[config.mk]
export PLATFORM = sky130hd
export DESIGN_NAME = jk_seq_driver
export DESIGN_NICKNAME = d
export VERILOG_FILES = /design/src/rtl/jk_seq_driver.sv
export SDC_FILE = /design/constraint.sdc
export NUM_CORES = 1
export LEC_CHECK = 0
export CORE_ASPECT_RATIO = 0.6
export CORE_MARGIN = 2
export CORE_UTILIZATION = 25
export CTS_CLUSTER_SIZE = 20
export DETAILED_ROUTE_END_ITERATION = 12
export GPL_TIMING_DRIVEN = 1
export PLACE_DENSITY = 0.52
export SLEW_MARGIN = 20
export SYNTH_ARGS = -nofsm -noshare
export SYNTH_HDL_FRONTEND = slang
export SYNTH_SLANG_ARGS = --single-unit
[constraint.sdc]
create_clock -name Clk -period 1.6 [get_ports Clk]
set_clock_uncertainty 0.05 [all_clocks]
set_input_delay 0.32 -clock Clk [delete_from_list [all_inputs] [get_ports Clk]]
set_output_delay 0.32 -clock Clk [all_outputs]
set_load 0.05 [all_outputs]
[src/rtl/jk_seq_driver.sv]
// rtl/jk_seq_driver.sv - excitation driver for an external falling-edge JK flip-flop bank
//
// Purpose: on every rising edge in RUN (or on a load) this block samples the bank
// outputs, picks the next target value (hold / binary up / binary down / Gray up,
// or Load_Value) and registers per-bit J/K excitation that moves the bank there on
// the following falling edge. The next rising edge verifies the bank actually
// arrived; a miss latches Mismatch and parks the driver in FAULT until Clear_Fault.
//
// Ports:
//   Clk          in   rising-edge clock for this driver
//   Reset        in   asynchronous, active-high reset
//   Start        in   IDLE -> RUN request (ignored with Stop or Load)
//   Stop         in   RUN -> IDLE request
//   Mode[1:0]    in   00 hold, 01 binary up, 10 binary down, 11 Gray up
//   Load         in   force target to Load_Value this cycle
//   Load_Value   in   load target
//   Clear_Fault  in   leave FAULT and clear Mismatch
//   Q_fb         in   Q outputs of the external JK bank
//   J, K         out  registered excitation, one bit per flip-flop
//   Busy         out  high in RUN or for the cycle after a load
//   Tc           out  terminal count of the registered target
//   Mismatch     out  sticky "bank missed its target" flag

module jk_seq_driver #(
  parameter int WIDTH = 4
) (
  input  logic             Clk,
  input  logic             Reset,
  input  logic             Start,
  input  logic             Stop,
  input  logic [1:0]       Mode,
  input  logic             Load,
  input  logic [WIDTH-1:0] Load_Value,
  input  logic             Clear_Fault,
  input  logic [WIDTH-1:0] Q_fb,
  output logic [WIDTH-1:0] J,
  output logic [WIDTH-1:0] K,
  output logic             Busy,
  output logic             Tc,
  output logic             Mismatch
);

  typedef enum logic [1:0] {
    ST_IDLE  = 2'd0,
    ST_RUN   = 2'd1,
    ST_FAULT = 2'd2
  } state_t;

  localparam logic [WIDTH-1:0] ALL_ONES = {WIDTH{1'b1}};
  localparam logic [WIDTH-1:0] ZERO     = '0;

  function automatic logic [WIDTH-1:0] bin2gray(input logic [WIDTH-1:0] b);
    return b ^ (b >> 1);
  endfunction

  function automatic logic [WIDTH-1:0] gray2bin(input logic [WIDTH-1:0] g);
    logic [WIDTH-1:0] b;
    b[WIDTH-1] = g[WIDTH-1];
    for (int i = WIDTH - 2; i >= 0; i--) begin
      b[i] = b[i+1] ^ g[i];
    end
    return b;
  endfunction

  localparam logic [WIDTH-1:0] GRAY_LAST = ALL_ONES ^ (ALL_ONES >> 1);

  state_t           state_q, state_d;
  logic [WIDTH-1:0] j_q, j_d;
  logic [WIDTH-1:0] k_q, k_d;
  logic             busy_q, busy_d;
  logic             tc_q, tc_d;
  logic             mismatch_q, mismatch_d;
  logic [WIDTH-1:0] expected_q, expected_d;
  logic             check_valid_q, check_valid_d;

  logic [WIDTH-1:0] rule_target;
  logic [WIDTH-1:0] target;
  logic             tc_hit;
  logic             miss;
  logic             arm;

  // Target selection; unsigned arithmetic wraps naturally at both ends.
  always_comb begin
    rule_target = Q_fb;
    case (Mode)
      2'b01:   rule_target = Q_fb + 1'b1;
      2'b10:   rule_target = Q_fb - 1'b1;
      2'b11:   rule_target = bin2gray(gray2bin(Q_fb) + 1'b1);
      default: rule_target = Q_fb;
    endcase
    target = Load ? Load_Value : rule_target;
    tc_hit = ((Mode == 2'b01) && (target == ALL_ONES)) ||
             ((Mode == 2'b10) && (target == ZERO)) ||
             ((Mode == 2'b11) && (target == GRAY_LAST));
    miss   = check_valid_q && (Q_fb != expected_q);
  end

  always_comb begin
    state_d       = state_q;
    j_d           = '0;
    k_d           = '0;
    busy_d        = 1'b0;
    tc_d          = 1'b0;
    mismatch_d    = mismatch_q;
    expected_d    = expected_q;
    check_valid_d = 1'b0;
    arm           = 1'b0;

    // A failed check outranks every request seen on the same edge.
    if (miss) begin
      state_d    = ST_FAULT;
      mismatch_d = 1'b1;
    end else begin
      case (state_q)
        ST_IDLE: begin
          if (Load) begin
            arm = 1'b1;
          end else if (Start && !Stop) begin
            state_d = ST_RUN;
          end
        end
        ST_RUN: begin
          if (Stop) begin
            state_d = ST_IDLE;
          end
          arm = Load || !Stop;
        end
        ST_FAULT: begin
          if (Clear_Fault) begin
            state_d    = ST_IDLE;
            mismatch_d = 1'b0;
          end
        end
        default: state_d = ST_IDLE;
      endcase
    end

    // Set/reset-only excitation: toggle (J=K=1) is never produced.
    if (arm) begin
      j_d           = ~Q_fb & target;
      k_d           = Q_fb & ~target;
      expected_d    = target;
      check_valid_d = 1'b1;
      tc_d          = tc_hit;
    end
    busy_d = arm || (state_d == ST_RUN);
  end

  always_ff @(posedge Clk or posedge Reset) begin
    if (Reset) begin
      state_q       <= ST_IDLE;
      j_q           <= '0;
      k_q           <= '0;
      busy_q        <= 1'b0;
      tc_q          <= 1'b0;
      mismatch_q    <= 1'b0;
      expected_q    <= '0;
      check_valid_q <= 1'b0;
    end else begin
      state_q       <= state_d;
      j_q           <= j_d;
      k_q           <= k_d;
      busy_q        <= busy_d;
      tc_q          <= tc_d;
      mismatch_q    <= mismatch_d;
      expected_q    <= expected_d;
      check_valid_q <= check_valid_d;
    end
  end

  assign J        = j_q;
  assign K        = k_q;
  assign Busy     = busy_q;
  assign Tc       = tc_q;
  assign Mismatch = mismatch_q;

endmodule
==> impl_metrics.py, run 1 <==
metrics = {
    "routing": {
        "remaining_drc_errors": 0,
        "first_pass_iters": 4,
        "ant_nets": 0,
        "avgViaCountPerCell": 4.56,
        "wire_per_inst_um": 15.0,
        "wirelength_um": 3810,
        "num_vias": 1159,
        "drtIter0Drc": 83,
    },
    "placed_design": {
        "place_ws_ns": -1.26,
        "dpl_cell_area_um2": 1840,
        "hpwl_um": 2620,
        "port_buffers": 26,
        "gp_congestion": 0.861,
    },
    "final_layout": {
        "post-route-util_pct": 48.8,
        "drive_above_1_share_pct": 58.6,
        "multiInputGateArea_um2": 955,
        "nets": 215,
        "antenna_cells": 0,
        "fillCellCount": 399,
        "area_delta_synth_final_pct": 84.2,
        "stdcell_area_um2": 2280,
        "seqCellArea_um2": 450,
    },
    "synthesis": {
        "synth-xor-area-share_pct": 9.08,
        "synth_fa_ha_area_share_pct": 7.06,
        "syn-num-nets": 150,
        "synth_top_family_by_area": "compound AO/OA/AOI/OAI gates",
        "yosys.area.top_type_share_pct": 36.3,
        "synth-async-reset-ratio_pct": 100,
        "syn_inst": 127,
        "yosysWarnings": 0,
        "ys_seq_elements": 18,
        "synth_cell_types": 41,
        "netlist_area_um2": 1240,
        "synth_top_cell_by_area": "dfrtp_1",
        "muxShareOfSynthArea_pct": 0.807,
        "synth-edff-count": 0,
        "synth_compound_area_share_pct": 18.9,
        "synth_common_cells": "18 x dfrtp_1, 14 x nand2_1, 10 x inv_1",
        "synth_area_leaders": "dfrtp_1 36%, ha_1 7.1%, xor2_1 6.4%, nand2_1 4.2%, a21oi_1 3.6%",
        "yosysSeqAreaShare_pct": 36.3,
        "yosysMostFrequentCell": "dfrtp_1",
        "yosys.area_share.simple_pct": 16.5,
        "synth_flop_cell": "dfrtp_1",
        "syn_avg_cell_area_um2": 9.76,
    },
    "sta": {
        "max_slew_margin_pct": 77.9,
        "maxSlewViolCount": 0,
        "setup_slack_ns": -0.429,
        "rsz0062_at_grt": "true",
        "worstMarginPinSlew_ns": 0.330,
        "fin_tns_setup_ns": -4.23,
        "hold_viol": 0,
        "period_share_pct": 127,
        "setup_viol": 15,
        "fin_crit_ns": 2.03,
        "timing.fmax_mhz": 493,
    },
    "critical_path": {
        "required_ns": 1.74,
        "arrival_ns": 2.17,
        "cp-start-kind": "input port",
        "timing.reg2reg.setup_slack_ns": -0.31,
        "path_class": "in -> reg",
        "reg2reg_to": "expected_q[3]$_DFFE_PP0P_",
        "worstSetupEndpointType": "register",
        "worstRegToRegCells": 7,
        "crit_path_max_fanout": 4,
        "worstReg2RegStart": "expected_q[2]$_DFFE_PP0P_",
    },
    "clocking": {
        "clockRootBuffer": "clkbuf_8",
        "insertion_delay_ns": 0.25,
        "cts_buffers": 3,
        "clk_pin_slew_ns": 0.07,
        "cts.sinks": 18,
        "cts_tree": "done",
        "clk_path_buf_depth": 2,
        "cts_max_level": 1,
    },
    "worst_hold_path": {
        "min_path_type": "in -> async",
    },
    "outcome": {
        "status": "finished with violations",
        "violations": "setup timing",
    },
    "grt": {
        "overflow": 0,
        "antenna_found_initial": 0,
        "grt_max_degree": 19,
        "grt_pass1_vias": 1196,
        "grt_usage_pct": 14.3,
        "grt_pass1_wl_um": 5980,
    },
    "floorplan": {
        "std_cell_rows": 19,
        "ios": 27,
        "die-width_um": 94.9,
        "initial_core_util_pct": 26.5,
        "die_height_um": 58.6,
        "die-area_um2": 5560,
        "coreArea_um2": 4680,
    },
    "pwr": {
        "leakage_uw": 0.00100,
        "pwr_density_cell_nw_per_um2": 1060,
        "irDropWorstVdd_mv": 0.643,
    },
    "job": {
        "maxCapViolations": 0,
    },
}
==> through the flow <==
step | std cells | power [uW] | hold WS [ns]
global placement | 237 | 1650 | 0.429
floorplan | 127 | 1200 | 0.209
finish | 254 | 2410 | 0.343
CTS | 252 | 2240 | 0.337
global route | 254 | 2530 | 0.385
detailed placement | 237 | 1660 | 0.435
==> logic make-up (layout without fill, tap and decap cells) <==
family                     Yosys count  in the layout
muxes                                1              1
AOI/OAI and AO/OA                   30             30
xor gates and xnor gates            12             12
DFF                                 18             18
buffers and inverters               18             82
adders and majority gates            7              7
and+or+nand+nor                     41             41
==> layout by cell type (no fill, tap or decap), types with 4 or more instances in the layout <==
cell type,count
buf_6,6
xor2_1,6
clkbuf_8,4
ha_2,4
nand2_1,7
clkdlybuf4s50_1,9
buf_12,11
buf_4,35
nand2_4,4
nor2_1,5
inv_1,7
dfrtp_1,18
a21oi_2,5
a21oi_1,4
buf_2,4
==> layer usage <==
layer	GRT usage (%)	routed length, um	up-vias
li1	-	-	565
met3	3.46	172	2
met4	3.31	23	0
met1	21.2	1840	568
met2	21.2	1780	24
met5	0	0	-
==> worst max path at each step <==
stage,startpoint,endpoint,slack [ns],cells past startpoint
after floorplan,Q_fb[3],Tc$_DFF_PP0_,-0.58,9
after global placement,Q_fb[2],Tc$_DFF_PP0_,-1.12,9
after detailed placement,Q_fb[2],Tc$_DFF_PP0_,-1.26,10
after CTS,Q_fb[3],Tc$_DFF_PP0_,-0.49,11
after global routing,Q_fb[2],Tc$_DFF_PP0_,-0.53,10
final,Q_fb[2],Tc$_DFF_PP0_,-0.43,11
==> report_power, final <==
part	internal (uW)	switching (uW)	total [uW]
registers	573	99.4	672
clock network	219	151	369
logic	684	686	1370
total	1480	936	2410
==> state kept, by name (all words and copies together), names as in the netlist <==
register       cells
expected_q         4
Mismatch           1
state_q            2
Busy               1
J                  4
check_valid_q      1
Tc                 1
K                  4
==> area by class of cell <==
| cell class | count | area share [%] |
|---|---|---|
| sequential | 18 | 19.7 |
| clock buffer | 4 | 2.41 |
| multi-input combinational | 91 | 41.8 |
| tap | 63 | 3.45 |
| timing repair buffer | 68 | 30.7 |
| inverter | 10 | 1.86 |
==> critical path, cell delays in order <==
cell	delay (ns)
buf_8	0.11
xor2_4	0.19
ha_4	0.26
buf_4	0.16
nand2_1	0.07
xor2_1	0.18
a21oi_2	0.10
a221oi_4	0.32
nand3_1	0.12
a21o_2	0.23
a21oi_2	0.10
==> repair_timing <==
item                                    4_1_cts  5_1_grt
resized for setup                            70       21
endpoints found under the setup margin       18       16
cloned                                        1        0
buffers inserted                             12        3
hold buffers                                  0        0
pin swaps                                    23       17
(Power assumes the default switching activity.)
==> inputs of run 2 (changes only) <==
- PLACE_DENSITY: 0.52 -> 0.5
- REMOVE_ABC_BUFFERS: default -> 1
- clock period: 1.6 -> 1.95 ns (I/O delays scaled with it)
==> run 2 against run 1 <==
The run still ends with setup timing left. Sequential share of layout area rose by 2.0 points. First-iteration DRC count fell by 52%. Combinational power fell by 37%. Sequential cell count unchanged. Critical path depth rose by 1. Worst setup slack gained 0.13 ns. Utilization decreased by 4.4 points. Hold slack better by 0.066 ns. Clock power shrank 18%.
==> impl_metrics.py, run 2 (synthesized netlist as in run 1, its figures left out) <==
metrics = {
    "routing": {
        "num_vias": 1163,
        "remaining_drc_errors": 0,
        "ant_nets": 0,
        "first_pass_iters": 4,
        "drtIter0Drc": 40,
        "avgViaCountPerCell": 4.53,
        "wirelength_um": 3770,
        "wire_per_inst_um": 14.7,
    },
    "pwr": {
        "finalPower_uw": 1680,
        "leakage_uw": 0.000941,
        "pwr_density_cell_nw_per_um2": 809,
        "irDropWorstVdd_mv": 0.521,
    },
    "placed_design": {
        "port_buffers": 26,
        "gp_congestion": 0.769,
        "place_inst": 244,
        "hpwl_um": 2640,
    },
    "critical_path": {
        "crit_path_max_fanout": 2,
        "worstReg2RegStart": "expected_q[3]$_DFFE_PP0P_",
        "required_ns": 2.06,
        "path_class": "in -> reg",
        "timing.reg2reg.setup_slack_ns": 0.15,
        "cp-start-kind": "input port",
        "arrival_ns": 2.36,
        "worstRegToRegCells": 6,
        "worstSetupEndpointType": "register",
        "reg2reg_to": "J[3]$_DFF_PP0_",
    },
    "sta": {
        "timing.fmax_mhz": 444,
        "setup_slack_ns": -0.302,
        "setup_viol": 4,
        "rsz0062_at_grt": "true",
        "maxSlewViolCount": 0,
        "fin_crit_ns": 2.25,
        "max_slew_margin_pct": 66.8,
        "period_share_pct": 115,
        "hold_viol": 0,
        "worstMarginPinSlew_ns": 0.497,
        "fin_tns_setup_ns": -1.01,
    },
    "floorplan": {
        "coreArea_um2": 4680,
        "initial_core_util_pct": 26.5,
        "die-width_um": 94.9,
        "die_height_um": 58.6,
        "std_cell_rows": 19,
        "die-area_um2": 5560,
        "ios": 27,
    },
    "grt": {
        "overflow": 0,
        "grt_usage_pct": 14.6,
        "antenna_found_initial": 0,
        "grt_pass1_vias": 1226,
        "grt_pass1_wl_um": 6080,
        "grt_max_degree": 19,
    },
    "final_layout": {
        "drive_above_1_share_pct": 49.0,
        "seqCellArea_um2": 450,
        "fillCellCount": 454,
        "layout_commonest_cell": "buf_4",
        "final_cells": 257,
        "nets": 218,
        "area_delta_synth_final_pct": 67.5,
        "antenna_cells": 0,
        "multiInputGateArea_um2": 840,
        "layout_common_cells": "42 x buf_4, 18 x dfrtp_1, 15 x clkdlybuf4s50_1",
    },
    "clocking": {
        "insertion_delay_ns": 0.25,
        "cts_tree": "done",
        "cts_max_level": 1,
        "cts_buffers": 3,
        "clk_pin_slew_ns": 0.07,
        "clockRootBuffer": "clkbuf_8",
        "clk_path_buf_depth": 2,
        "cts.sinks": 18,
    },
    "job": {
        "maxCapViolations": 0,
    },
    "worst_hold_path": {
        "min_path_type": "in -> async",
    },
    "outcome": {
        "violations": "setup timing",
        "status": "finished with violations",
    },
}
## run 2: changes by cell type in the layout (fill, tap and decap cells not counted), sizes merged
| cell | delta |
|---|---|
| clkdlybuf4s50 | +6 |
| buf | -5 |
| clkdlybuf4s15 | +1 |
| clkinv | -1 |
| dlygate4sd2 | +1 |
| inv | +1 |
## run 2: worst max-delay path by stage
stage / start / slack (ns) / to / depth (start not counted)
floorplan: Q_fb[2] / -0.23 / Tc$_DFF_PP0_ / 9
global placement: Q_fb[2] / -0.87 / Tc$_DFF_PP0_ / 10
detailed placement: Q_fb[2] / -1.04 / Tc$_DFF_PP0_ / 10
CTS: Q_fb[3] / -0.26 / Tc$_DFF_PP0_ / 11
global route: Q_fb[2] / -0.38 / Tc$_DFF_PP0_ / 11
finish: Q_fb[2] / -0.30 / K[3]$_DFF_PP0_ / 12
## run 2: layout make-up
| class | count | share of cell area (%) |
|---|---|---|
| timing repair buffer | 71 | 29.6 |
| multi-input combinational | 91 | 40.4 |
| inverter | 10 | 1.81 |
| clock buffer | 4 | 2.65 |
| sequential | 18 | 21.7 |
| tap | 63 | 3.80 |
## run 2: report_power, final
part	switching [uW]	leakage, uW	internal (uW)	total, uW
sequential	48.9	0.000236	469	518
combinational	467	0.000676	392	859
clock	124	0.0000288	179	304
total	641	0.000941	1040	1680
## run 2: through the flow
stage | hold WS [ns] | setup slack, ns | cell area, um^2 | util (%)
detailed placement | 0.432 | -1.04 | 1730 | 37.0
floorplan | 0.279 | -0.231 | 1140 | -
global placement | 0.434 | -0.866 | 1730 | 37.0
CTS | 0.417 | -0.259 | 1960 | 41.9
finish | 0.410 | -0.302 | 2080 | 44.3
global route | 0.456 | -0.379 | 2080 | 44.3
## run 2: per-layer routing
| metal | part of all wire [%] | global-route usage (%) | up-vias |
|---|---|---|---|
| li1 | - | - | 574 |
| met3 | 5.5 | 3.33 | 0 |
| met1 | 49 | 21.0 | 559 |
| met2 | 45 | 21.7 | 30 |
| met4 | 0 | 4.76 | 0 |
| met5 | 0 | 0 | - |
## run 2: critical path: stages
cell and delay (ns):
buf_8 0.11, xor2_4 0.18, ha_4 0.30, xor2_4 0.19
nor4bb_4 0.07, a311oi_2 0.24, buf_4 0.18, o21ai_4 0.07
buf_4 0.14, buf_6 0.10, buf_6 0.11, nor4_4 0.28
## run 2: timing repair
| item | in CTS | in global routing |
|---|---|---|
| cloned | 1 | 0 |
| buffers inserted | 6 | 4 |
| pin swaps | 17 | 17 |
| resized for setup | 50 | 21 |
| hold buffers | 0 | 0 |
| setup endpoints to repair | 16 | 14 |
